## src/rtl/hook_swing_controller.sv

```systemverilog
// Hook sequencer: swings the rope angle, extends on fire, retracts with load-dependent speed,
// and converts LUT dx/dy plus rope length to hook coordinates. Optional: HOOK_SWING_PAUSE_EN.
module hook_swing_controller #(
    parameter int PIVOT_X       = 320,
    parameter int PIVOT_Y       = 40,
    parameter int MIN_ANG       = 10,
    parameter int MAX_ANG       = 170,
    parameter int SWING_STEP    = 2,
    parameter int MIN_LEN       = 20,
    parameter int MAX_LEN       = 450,
    parameter int EXTEND_SPEED  = 6,
    parameter int RETRACT_SPEED = 8
) (
    input  logic               clk,
    input  logic               reset,
    input  logic               startOfFrame,
    input  logic               fire,
`ifdef HOOK_SWING_PAUSE_EN
    input  logic               pause,
`endif
    input  logic               grabbed,
    input  logic               out_of_bounds,
    input  logic [2:0]         weight,
    input  logic [9:0]         lut_dx,
    input  logic [9:0]         lut_dy,
    output logic [6:0]         lut_alpha,
    output logic signed [10:0] hookX,
    output logic signed [10:0] hookY,
    output logic [8:0]         rope_len,
    output logic               busy,
    output logic               loaded,
    output logic               delivered
);

    localparam logic [1:0] ST_SWING   = 2'd0;
    localparam logic [1:0] ST_EXTEND  = 2'd1;
    localparam logic [1:0] ST_RETRACT = 2'd2;

    logic [1:0]         r_state;
    logic [7:0]         r_ang;
    logic               r_dir;
    logic [8:0]         r_len;
    logic               r_loaded;
    logic               r_delivered;
    logic signed [10:0] r_hook_x;
    logic signed [10:0] r_hook_y;

    logic [1:0] w_state_nxt;
    logic [7:0] w_ang_nxt;
    logic       w_dir_nxt;
    logic [8:0] w_len_nxt;
    logic       w_loaded_nxt;
    logic       w_delivered_nxt;
    logic       w_run;
    logic [7:0] w_ang_up;
    logic [7:0] w_ang_dn;
    logic [9:0] w_len_ext;
    logic [8:0] w_ret_shift;
    logic [8:0] w_step;
    logic [8:0] w_off_x;
    logic [8:0] w_off_y;

`ifdef HOOK_SWING_PAUSE_EN
    assign w_run = ~pause;
`else
    assign w_run = 1'b1;
`endif

    assign w_ang_up    = r_ang + 8'(SWING_STEP);
    assign w_ang_dn    = r_ang - 8'(SWING_STEP);
    assign w_len_ext   = {1'b0, r_len} + 10'(EXTEND_SPEED);
    assign w_ret_shift = 9'(RETRACT_SPEED) >> weight;
    // Heavy loads never stall: the shifted speed bottoms out at 1 pixel/frame.
    assign w_step      = !r_loaded ? 9'(RETRACT_SPEED) :
                         (w_ret_shift == 9'd0) ? 9'd1 : w_ret_shift;

    always_comb begin
        w_state_nxt     = r_state;
        w_ang_nxt       = r_ang;
        w_dir_nxt       = r_dir;
        w_len_nxt       = r_len;
        w_loaded_nxt    = r_loaded;
        w_delivered_nxt = 1'b0;
        if (w_run) begin
            case (r_state)
                ST_SWING: begin
                    if (fire) begin
                        w_state_nxt = ST_EXTEND;
                    end else if (startOfFrame) begin
                        if (r_dir) begin
                            if (w_ang_up >= 8'(MAX_ANG)) begin
                                w_ang_nxt = 8'(MAX_ANG);
                                w_dir_nxt = 1'b0;
                            end else begin
                                w_ang_nxt = w_ang_up;
                            end
                        end else if (w_ang_dn <= 8'(MIN_ANG)) begin
                            w_ang_nxt = 8'(MIN_ANG);
                            w_dir_nxt = 1'b1;
                        end else begin
                            w_ang_nxt = w_ang_dn;
                        end
                    end
                end
                ST_EXTEND: begin
                    if (startOfFrame) begin
                        if (grabbed) begin
                            w_loaded_nxt = 1'b1;
                            w_state_nxt  = ST_RETRACT;
                        end else if (out_of_bounds || (w_len_ext >= 10'(MAX_LEN))) begin
                            w_len_nxt   = (w_len_ext >= 10'(MAX_LEN)) ? 9'(MAX_LEN)
                                                                      : w_len_ext[8:0];
                            w_state_nxt = ST_RETRACT;
                        end else begin
                            w_len_nxt = w_len_ext[8:0];
                        end
                    end
                end
                ST_RETRACT: begin
                    if (startOfFrame) begin
                        // Compared as len <= MIN+step so the subtraction never wraps.
                        if ({1'b0, r_len} <= (10'(MIN_LEN) + {1'b0, w_step})) begin
                            w_len_nxt       = 9'(MIN_LEN);
                            w_state_nxt     = ST_SWING;
                            w_delivered_nxt = r_loaded;
                            w_loaded_nxt    = 1'b0;
                        end else begin
                            w_len_nxt = r_len - w_step;
                        end
                    end
                end
                default: w_state_nxt = ST_SWING;
            endcase
        end
    end

    always_ff @(posedge clk or posedge reset) begin
        if (reset) begin
            r_state     <= ST_SWING;
            r_ang       <= 8'd90;
            r_dir       <= 1'b1;
            r_len       <= 9'(MIN_LEN);
            r_loaded    <= 1'b0;
            r_delivered <= 1'b0;
        end else begin
            r_state     <= w_state_nxt;
            r_ang       <= w_ang_nxt;
            r_dir       <= w_dir_nxt;
            r_len       <= w_len_nxt;
            r_loaded    <= w_loaded_nxt;
            r_delivered <= w_delivered_nxt;
        end
    end

    assign w_off_x = 9'((19'(r_len) * 19'(lut_dx)) >> 10);
    assign w_off_y = 9'((19'(r_len) * 19'(lut_dy)) >> 10);

    always_ff @(posedge clk or posedge reset) begin
        if (reset) begin
            r_hook_x <= 11'(PIVOT_X);
            r_hook_y <= 11'(PIVOT_Y);
        end else begin
            r_hook_x <= (r_ang <= 8'd90) ? 11'(PIVOT_X) + {2'b00, w_off_x}
                                         : 11'(PIVOT_X) - {2'b00, w_off_x};
            r_hook_y <= 11'(PIVOT_Y) + {2'b00, w_off_y};
        end
    end

    assign lut_alpha = (r_ang <= 8'd90) ? r_ang[6:0] : 7'(8'd180 - r_ang);
    assign hookX     = r_hook_x;
    assign hookY     = r_hook_y;
    assign rope_len  = r_len;
    assign busy      = (r_state != ST_SWING);
    assign loaded    = r_loaded;
    assign delivered = r_delivered;

endmodule

```

## config.mk

```make
export PLATFORM = sky130hd
export DESIGN_NAME = hook_swing_controller
export DESIGN_NICKNAME = d
export VERILOG_FILES = /design/src/rtl/hook_swing_controller.sv
export SDC_FILE = /design/constraint.sdc
export NUM_CORES = 1
export LEC_CHECK = 0
export CORE_MARGIN = 4
export CORE_UTILIZATION = 60
export CTS_BUF_LIST = sky130_fd_sc_hd__clkbuf_4 sky130_fd_sc_hd__clkbuf_8 sky130_fd_sc_hd__clkbuf_16
export DETAILED_ROUTE_END_ITERATION = 10
export PLACE_DENSITY = 0.8
export SETUP_SLACK_MARGIN = 0.5
export SLEW_MARGIN = 40
export SYNTH_ARGS = -nofsm -noshare
export SYNTH_HDL_FRONTEND = slang
export SYNTH_SLANG_ARGS = --single-unit
```

## constraint.sdc

```tcl
create_clock -name clk -period 5.96 [get_ports clk]
set_input_delay 1.49 -clock clk [delete_from_list [all_inputs] [get_ports clk]]
set_output_delay 1.49 -clock clk [all_outputs]
set_load 0.01 [all_outputs]
```

Word level (Yosys, flattened, before mapping). Cells that the tools add are included.

Register bits after elaboration: 43. Bits in latches: 0. RAM bits: 0. Bits in read-only memories: 0. Output and inout bits: 41. Word-level logic and storage cells: 76. Memories: 0.

Add/subtract/negate cells: 9. Multiply operators: 2. Div/mod/pow operators: 0. $lt $le $gt $ge: 5. Equality and inequality tests: 9. Shifts and indexed selects: 1. Muxes and demuxes: 32. Bitwise gates (word level): 1. Reduce and logical (&&, ||, !) cells: 9.

Operator list (count): $mux W9 (8); $mul A9 B10 Y19 (2); $mux W8 (3); $pmux W9 S2 (1); $mux W2 (6); $ne A2 B2 Y1 const B (6); $mux W11 (1); $add A5 B9 Y10 const A (1); $add A6 B9 Y10 const A (1); $add A9 B3 Y10 const B (1); $add A9 B9 Y10 const A (1); $ge A10 B9 Y1 const B (1); $le A9 B10 Y1 (1); $mux W1 (10); $reduce_and A5 Y1 (2); $sub A9 B9 Y10 const A (1); $logic_not A9 Y1 (1); $shr A4 B3 Y9 const A (1); $sub A9 B9 Y9 (1); $add A8 B2 Y8 const B (1); $ge A8 B8 Y1 const B (1); $le A8 B4 Y1 const B (1); $le A8 B7 Y1 const B (1); $sub A8 B2 Y8 const B (1); other kinds (13) (14).

Depth between registers and ports, before layout. Gate-level depths: netlist of run 1.

Depth in word-level cells: 9. Mapped depth: 23.

Least setup slack after synthesis of run 1. Ideal clock, no wire load.

Path type: input to register. Start: in lut_dx[4]. End: reg r_hook_x[8] (netlist: hookX[8]). Library setup time: 0.075 ns. Arrival: 6.136 ns. Data required time: 5.885 ns. Path slack: -0.252 ns. Stages: 20. Path buffers: 1. Cells stage by stage: clkbuf_1 and2_1 fa_1 fa_1 fa_1 inv_1 fa_1 inv_1 ha_1 a21o_1 a21o_1 o21a_1 nand4_1 and4b_1 or3_1 inv_1 ha_1 and4bb_1 o31ai_1 xnor2_1.

Cells in the longest elaborated chain, start to end: 3.

Ends and longest elaborated chain: start: declaration (RTL line 24) `input logic [9:0] lut_dx,`; $mul A9 B10 Y19 * (RTL line 155) `assign w_off_x = 9'((19'(r_len) * 19'(lut_dx)) >> 10);`; $sub A9 B9 Y10 / $add A9 B9 Y10 (equally long branches) (RTL line 164, 163); $mux W11 * (RTL line 163) `r_hook_x <= (r_ang <= 8'd90) ? 11'(PIVOT_X) + {2'b00, w_off_x}`; end signal: assignment (RTL line 160) `r_hook_x <= 11'(PIVOT_X);`; end signal: assignment (RTL line 163); end: declaration (RTL line 45) `logic signed [10:0] r_hook_x;`.

Every way passes the cells marked *; elsewhere a longest branch is shown, timed or not. A chain may end at the register's enable or synchronous reset.

Final worst setup path of run 1. Same ends and word-level chain as after synthesis.

==> results.txt, run 1 <==
Core box area = 13,900 sq um
RSZ-0062 raised after global routing = true
Starting density of the core = 61.3%
Synth area leaders = fa_1, ha_1, dfrtp_1, and2_1, inv_1
DRT Pass-1 Iters = 7
N_diodes = 0
Synth Flop Type = dfrtp_1
HP Start = r_ang[6]$_DFFE_PP1P_
Vias in the first global route = 7,761
R2r endpoint = hookX[8]$_DFF_PP1_
GR Util met3 = 3.01%
CP arrival = 6.15 ns
Syn avg cell area = 8.61 sq um
#FFs+latches synth = 42
Iteration-0 DRC Markers = 619
CP max stage delay = 0.49 ns
# IOs = 70
Skew-Pair Late Insertion Delay = 0.31 ns
Clock sink total = 42
Total wire length = 22,300 um
Clk slew on worst S/H paths = 0.07 ns
Commonest non-fill, non-tap cell in the layout = inv_1
CTS tree = done
Crit path kind = input port to register
First-pass GRT wire length = 36,300 um
Hold EP = r_ang[6]$_DFFE_PP1P_
Synth top area share = 26.5%
Final setup TNS = 0 ns
Placement Setup Slack = -0.748 ns
CTS H-tree depth = 2
Max Root-Sink Buffers = 2
Largest net degree at the start of global routing = 43
Min-delay worst type = register to register
Syn. warnings = 0
Commonest non-fill, non-tap cells in the layout = inv_1, fa_1, buf_4, nand2_1, and2_1
Slew headroom = 42.7%
Worst-margin pin slew = 0.859 ns
Flop-to-flop setup slack = 0.33 ns
Drc violations = 0
Crit. End Element = register
Pins Over Slew Limit = 0
Sequential share of the synthesized area = 12.5%
Post-synthesis cell area = 8540 sq um
Most area-hungry cell type in the Yosys netlist = fa_1
Global router's overall resource usage = 27.0%
WHS = 0.576 ns
Unique cell type count in the Yosys netlist = 83
Die W = 127 um
Setup violations, final = 0
Hold Vio Cnt, Final = 0
Worst-path cell chain = buf_8, buf_6, and2_4, fa_1, inv_1, fa_1, inv_1, fa_1, inv_1, fa_1, inv_2, ha_4, nand4_1, o211ai_2, nand4_1, and4b_1, or3_4, inv_2, ha_1, and4bb_1, o31ai_2, xnor2_1
Worst Skew = 0.0104 ns
Max Fclk = 0.169 GHz
Rows = 43
GRT met2 Usage = 46.0%
Status = finished clean
Met1 usage = 36.4%
IO Port Bufs = 67
Startpoint types = input port
Hold Crit Depth = 2
Vias per cell = 5.80
Async SR Flop Fraction = 100%
Die height = 127 um
Worst setup margin = 0.0441 ns
Cts hold-fix bufs = 0
Final HPWL DP = 15,400 um
EDFF count, synth = 0
Max FO, Critical Path = 4
Final Net Count = 1,362
Slowest CP cell = fa_1
Kind of cell adding the most delay to the critical path = adder cells
Share of cells above drive strength 1 = 25.1%
Die area = 16,200 sq um
GRT busiest layer = met2
Cells after Synth = 992
Via count = 7,617
Cell mode on critical path = fa_1
GR Overflow Total = 0
Root cell of the clock tree = clkbuf_16
Layout area overhead = 27.8%
Post-route ant nets = 0
TritonCTS buffer count = 5
Final Cycle Share = 99.3%
R2r startpoint = rope_len[2]$_DFFE_PP1P_
Per-cell routed wire length = 17.0 um
Required @ worst endpoint = 6.20 ns
Max-cap viol count = 0
GP Congestion = 0.874
R2R cell count = 19
Initial antenna violation count = 0
Crit path buffers/inverters = 7
Fin crit period = 5.92 ns
## cell families after synthesis
| group | count (synthesis) | synth area share [%] |
|---|---|---|
| compound gates | 161 | 13.4 |
| xor+xnor | 34 | 3.58 |
| fa+ha+maj | 202 | 39.5 |
| buf+inv | 211 | 9.47 |
| flops | 42 | 12.5 |
| mux | 6 | 0.733 |
| other cells | 1 | 0.0439 |
| simple gates | 335 | 20.8 |
## cell usage after synthesis (6+ instances only)
master    count
nand2_1     105
a21oi_1      37
a21o_1       12
o31ai_1       7
nor2_1       41
a31oi_1       9
nand2b_1      6
ha_1         88
clkbuf_1     37
nor4_1        6
xor2_1       12
inv_1       166
nand3_1      12
dfstp_2      11
nor2b_1       8
and2_2        7
o21ai_0      27
fa_1        113
xnor2_1      21
nor3_1       11
nand3b_1      7
o211ai_1      6
and2_1      101
dfrtp_1      31
## worst reg2reg max path: cells and delay by family (launching register included)
kind	cells	cell delay [ns]
compound gates	2	0.39
flops	1	0.92
fa+ha+maj	6	2.49
buf+inv	4	0.22
xor+xnor	1	0.18
simple gates	6	1.36
## metrics by stage
stage | util, % | instance area, sq um | std cells
global placement | 72.1 | 10100 | 1280
CTS | 75.8 | 10600 | 1301
floorplan | - | 8730 | 993
global route | 78.3 | 10900 | 1313
finish | 78.3 | 10900 | 1313
detailed placement | 72.2 | 10100 | 1280
## layer usage
layer	part of all wire [%]	wire length (um)
met1	40	9030
met2	51	11400
met3	5.9	1330
met4	2.7	600
met5	0	0
## flip-flops by register name, indices dropped and copies added, names as in the netlist
name / flops
rope_len: 9
delivered: 1
hookY: 10
r_ang: 7
loaded: 1
r_state: 2
hookX: 11
r_dir: 1
## worst max path at each step
stage	startpoint	end	slack, ns	cells past startpoint
floorplan	lut_dy[7]	hookY[8]$_DFF_PP0_	0.07	18
global placement	lut_dy[6]	hookY[7]$_DFF_PP0_	-0.64	17
detailed placement	lut_dy[3]	hookY[8]$_DFF_PP0_	-0.75	18
CTS	lut_dy[7]	hookY[8]$_DFF_PP0_	0.09	19
global route	lut_dx[6]	hookX[8]$_DFF_PP1_	-0.13	20
finish	lut_dx[4]	hookX[8]$_DFF_PP1_	0.04	22
## what timing repair did
| action | 4_1_cts | 5_1_grt |
|---|---|---|
| pin swaps | 73 | 70 |
| setup buffers | 12 | 12 |
| endpoints found under the setup margin | 21 | 15 |
| cloned | 1 | 0 |
| endpoints found under the hold margin | 0 | 0 |
| resized for setup | 168 | 78 |
## layout make-up
cell class / count / area [sq um]
timing repair buffer: 177 / 1580
multi-input combinational: 740 / 7280
tap: 180 / 225
inverter: 166 / 626
sequential: 42 / 1060
clock inverter: 3 / 23.8
clock buffer: 5 / 125
fill: 825 / 3020
Power of run 1 is not shown: default switching activity piles up to over one toggle a cycle in this logic, so the estimate is an artifact.
==> run 2, diff against run 1 <==
Settings changed: CORE_MARGIN 4 to unset.
==> results.txt, run 2 (same netlist as run 1, synthesis figures left out) <==
Status = complete, but fails checks
Failing checks = negative setup slack
DRT Pass-1 Iters = 6 (-1)
Core box area = 13,900 sq um (-0.39%)
Die height = 121 um (-4.7%)
Startpoint types = input port
Met1 usage = 38.7% (+2.3 points)
Crit path kind = input port to register
Crit. End Element = register
Max FO, Critical Path = 4 (unchanged)
Die W = 121 um (-4.7%)
Per-cell routed wire length = 17.4 um (+2.1%)
Max Root-Sink Buffers = 2 (unchanged)
Final setup TNS = -0.690 ns (-0.690 ns)
Root cell of the clock tree = clkbuf_16
CTS H-tree depth = 2 (unchanged)
Fin crit period = 6.16 ns (+0.240 ns)
Hold Vio Cnt, Final = 0 (unchanged)
Initial antenna violation count = 0 (unchanged)
Worst-path cell chain = clkdlybuf4s15_2, nand2_1, fa_1, fa_1, inv_2, fa_1, inv_2, fa_1, inv_2, ha_4, nand4_1, buf_4, o211a_1, o211ai_1, o311ai_4, o41a_1, o21ai_2, nor2_1
Required @ worst endpoint = 6.12 ns (-0.08 ns)
Slowest CP cell = fa_1
Rows = 43 (unchanged)
GRT met2 Usage = 53.2% (+7.2 points)
WHS = 0.559 ns (-0.0171 ns)
IO Port Bufs = 67 (unchanged)
GRT busiest layer = met2
Final core area utilization = 77.7% (-0.63 points)
Clk slew on worst S/H paths = 0.07 ns (about the same)
Drc violations = 0 (unchanged)
CTS tree = done
Share of cells above drive strength 1 = 22.9% (-2.2 points)
N_diodes = 0 (unchanged)
Pins Over Slew Limit = 0 (unchanged)
Final Cycle Share = 103% (+4.0 points)
Post-route ant nets = 0 (unchanged)
Setup violations, final = 4 (+4)
Worst Skew = 0.00716 ns (-0.00322 ns)
Die area = 14,700 sq um (-9.2%)
Final HPWL DP = 15,300 um (-0.73%)
GP Congestion = 0.881 (+0.85%)
RSZ-0062 raised after global routing = true
Vias per cell = 5.88 (+1.4%)
GR Overflow Total = 0 (unchanged)
Starting density of the core = 61.5% (+0.24 points)
Layout area overhead = 26.3%
CP arrival = 6.32 ns (+0.17 ns)
Max-cap viol count = 0 (unchanged)
Max reg flops = 11 (unchanged)
Slew headroom = 40.2% (-2.5 points)
# IOs = 70 (unchanged)
Global router's overall resource usage = 30.8% (+3.8 points)
Worst-margin pin slew = 0.897 ns (+0.0374 ns)
TritonCTS buffer count = 5 (unchanged)
Largest net degree at the start of global routing = 43 (unchanged)
Commonest non-fill, non-tap cells in the layout = inv_1, fa_1, nand2_1, and2_1, buf_4
Clock sink total = 42 (unchanged)
Cell mode on critical path = fa_1
Total wire length = 22,600 um (+1.3%)
Vias in the first global route = 7,826 (+0.84%)
Worst setup margin = -0.196 ns (-0.240 ns)
Via count = 7,666 (+0.64%)
Skew-Pair Late Insertion Delay = 0.31 ns (about the same)
Commonest non-fill, non-tap cell in the layout = inv_1
Final Net Count = 1,352 (-0.73%)
R2R cell count = 18 (-1)
GR Util met3 = 3.57% (+0.56 points)
FILL cells = 890 (+7.9%)
Min-delay worst type = register to register
First-pass GRT wire length = 35,900 um (-1.0%)
Iteration-0 DRC Markers = 762 (+23%)
Cts hold-fix bufs = 0 (unchanged)
CP max stage delay = 0.58 ns (+0.09 ns)
Max Fclk = 0.162 GHz (-3.9%)
Hold Crit Depth = 2 (unchanged)
Placement Setup Slack = -0.825 ns (-0.0774 ns)
-- run 2: changes by cell type in the layout (fill, tap and decap cells not counted), sizes merged --
cell,before,now
buf,128,116
clkbuf,7,5
clkdlybuf4s15,0,3
clkinv,0,1
clkinvlp,2,1
dlygate4sd2,0,1
-- run 2: path summary, 6_finish.rpt --
| kind | slack [ns] | from | end |
|---|---|---|---|
| worst max-delay path | -0.20 | lut_dx[1] | hookX[10]$_DFF_PP0_ |
| worst min-delay path | 0.56 | r_ang[6]$_DFFE_PP1P_ | r_ang[6]$_DFFE_PP1P_ |
| worst max register to register | 0.20 | rope_len[8]$_DFFE_PP0P_ | hookX[10]$_DFF_PP0_ |
| worst min register to register | 0.56 | r_ang[6]$_DFFE_PP1P_ | r_ang[6]$_DFFE_PP1P_ |
| max in group asynchronous | 3.97 | reset | hookY[5]$_DFF_PP1_ |
| min in group asynchronous | 1.60 | reset | hookX[4]$_DFF_PP0_ |
-- run 2: cell type report --
| class | count | area (sq um) | share of cell area, % |
|---|---|---|---|
| Multi-Input combinational cell | 740 | 7230 | 67.0 |
| Timing Repair Buffer | 167 | 1490 | 13.8 |
| Sequential cell | 42 | 1060 | 9.87 |
| Inverter | 166 | 626 | 5.80 |
| Tap cell | 180 | 225 | 2.09 |
| Clock buffer | 5 | 125 | 1.16 |
| Clock inverter | 3 | 25.0 | 0.232 |
-- run 2: worst max-delay path, delay by kind of cell --
family,cells,cell delay (ns)
simple gates,3,0.34
buf+inv,5,0.62
fa+ha+maj,5,2.49
compound gates,5,1.38
-- run 2: timing repair --
item	CTS	global route
endpoints found under the setup margin	21	17
gates cloned	1	0
buffers inserted	13	7
gates resized for setup	176	37
pin swaps	76	44
-- run 2: metrics by stage --
step	instance area (sq um)	std cells
final	10800	1303
after global routing	10800	1303
after CTS	10600	1296
after detailed placement	10000	1274
after global placement	10000	1274
after floorplan	8730	993
-- run 2: routing by layer --
layer  vias to the layer above  part of all wire (%)
li1                       3489                     -
met1                      3740                    40
met2                       349                    50
met3                        88                   5.9
met4                         0                   4.1
met5                         -                     0
Power of run 2 is left out for the same reason.
==> run 3, diff against run 2 <==
Settings changed: PLACE_DENSITY 0.8 to unset, PLACE_DENSITY_LB_ADDON set to 0.08.
==> results.txt, run 3 (same netlist as run 1, synthesis figures left out) <==
DRT Pass-1 Iters = 5 (-1)
Rows = 43 (unchanged)
Via count = 7,475 (-2.5%)
CP arrival = 6.12 ns (-0.20 ns)
Crit path kind = input port to register
Cell mode on critical path = fa_1
Max Fclk = 0.170 GHz (+4.5%)
Worst-margin pin slew = 0.858 ns (-0.0383 ns)
TritonCTS buffer count = 5 (unchanged)
Vias per cell = 5.70 (-3.1%)
CTS tree = done
Slowest CP cell = fa_1
Final Cycle Share = 98.8% (-4.5 points)
Fin crit period = 5.89 ns (-0.266 ns)
Cts hold-fix bufs = 0 (unchanged)
Max Root-Sink Buffers = 2 (unchanged)
Commonest non-fill, non-tap cell in the layout = inv_1
RSZ-0062 raised after global routing = true
HP Start = r_ang[6]$_DFFE_PP1P_
Iteration-0 DRC Markers = 666 (-13%)
Initial antenna violation count = 0 (unchanged)
Worst Skew = 0.00963 ns (+0.00247 ns)
Die area = 14,700 sq um (unchanged)
Crit path buffers/inverters = 5 (unchanged)
Max-cap viol count = 0 (unchanged)
Vias in the first global route = 7,535 (-3.7%)
Starting density of the core = 61.5% (unchanged)
Largest net degree at the start of global routing = 43 (unchanged)
Commonest non-fill, non-tap cells in the layout = inv_1, fa_1, and2_1, buf_4, nand2_1
Final core area utilization = 78.8% (+1.1 points)
Hold EP = r_ang[6]$_DFFE_PP1P_
Global router's overall resource usage = 29.6% (-1.2 points)
Worst setup margin = 0.0702 ns (+0.266 ns)
Hold Crit Depth = 2 (unchanged)
GP Congestion = 0.879 (-0.25%)
Die height = 121 um (unchanged)
Share of cells above drive strength 1 = 24.5% (+1.6 points)
Core box area = 13,900 sq um (unchanged)
Setup violations, final = 0 (-4)
Max FO, Critical Path = 9 (+5)
Required @ worst endpoint = 6.19 ns (+0.07 ns)
R2r startpoint = rope_len[0]$_DFFE_PP0P_
Kind of cell adding the most delay to the critical path = adder cells
Critical path startpoint = lut_dy[6]
Startpoint types = input port
Hold Vio Cnt, Final = 0 (unchanged)
Final Net Count = 1,360 (+0.59%)
CTS H-tree depth = 2 (unchanged)
Placement Setup Slack = -0.737 ns (+0.0881 ns)
N_diodes = 0 (unchanged)
Min-delay worst type = register to register
Die W = 121 um (unchanged)
First-pass GRT wire length = 34,700 um (-3.2%)
Flop-to-flop setup slack = 0.43 ns (+0.23 ns)
Total wire length = 20,900 um (-7.7%)
IO Port Bufs = 67 (unchanged)
Skew-Pair Late Insertion Delay = 0.31 ns (about the same)
# IOs = 70 (unchanged)
Clk slew on worst S/H paths = 0.06 ns (about the same)
Pins Over Slew Limit = 0 (unchanged)
Max reg flops = 11 (unchanged)
R2R cell count = 18 (unchanged)
GR Overflow Total = 0 (unchanged)
Final HPWL DP = 15,000 um (-2.0%)
Worst-path cell chain = buf_4, nand2_1, fa_1, inv_1, fa_1, inv_1, fa_1, inv_1, fa_1, ha_1, and3_4, or3b_4, buf_6, a31oi_4, nor2_2, xnor2_2, a31oi_4, mux2_4, nor3_2
Crit. End Element = register
Drc violations = 0 (unchanged)
Root cell of the clock tree = clkbuf_16
Status = finished clean
R2r endpoint = hookY[8]$_DFF_PP0_
Layout area overhead = 28.0%
CP max stage delay = 0.52 ns (-0.06 ns)
Clock sink total = 42 (unchanged)
Post-route ant nets = 0 (unchanged)
Slew headroom = 42.8% (+2.6 points)
Per-cell routed wire length = 15.9 um (-8.3%)
-- run 3: layout make-up --
type                            count  area (sq um)
Sequential cell                    42          1060
Timing Repair Buffer              175          1570
Fill cell                         944          2950
Clock buffer                        5           125
Inverter                          166           626
Multi-Input combinational cell    740          7260
Clock inverter                      3          68.8
Tap cell                          180           225
-- run 3: worst max path at each step --
| stage | end | cells past startpoint |
|---|---|---|
| floorplan | hookY[8]$_DFF_PP0_ | 18 |
| detailed placement | hookY[8]$_DFF_PP0_ | 18 |
| global route | hookX[8]$_DFF_PP1_ | 22 |
| global placement | hookY[7]$_DFF_PP0_ | 19 |
| CTS | hookY[8]$_DFF_PP0_ | 20 |
| finish | hookY[8]$_DFF_PP0_ | 19 |
-- run 3: metal layers --
layer / global-route usage, % / wire length, um
met4: 7.79 / 251
met3: 4.42 / 1070
met1: 39.5 / 9070
met2: 50.1 / 10500
met5: 0 / 0
-- run 3: what timing repair did --
item,in CTS,in global routing
buffers inserted,15,8
endpoints found under the setup margin,21,17
hold endpoints to repair,0,0
pin swaps,64,50
gates cloned,1,0
gates resized for setup,169,65
-- run 3: worst reg2reg max path, delay by kind of cell, from the launching register on --
kind	cells	cell delay [ns]
xor gates and xnor gates	1	0.18
and+or+nand+nor	5	0.97
muxes	1	0.33
AOI/OAI and AO/OA	2	0.50
buffers and inverters	4	0.29
adders and majority gates	5	2.31
DFF	1	0.88
-- run 3: through the flow --
step	instances	setup TNS, ns	hold WS (ns)	area (sq um)
2_1_floorplan	993	0	0.528	8730
3_3_place_gp	1279	-7.36	0.541	10000
3_5_place_dp	1279	-8.71	0.563	10000
4_1_cts	1303	0	0.574	10600
5_1_grt	1311	-0.305	0.609	10900
6_report	1311	0	0.580	10900
Power of run 3 is left out for the same reason.
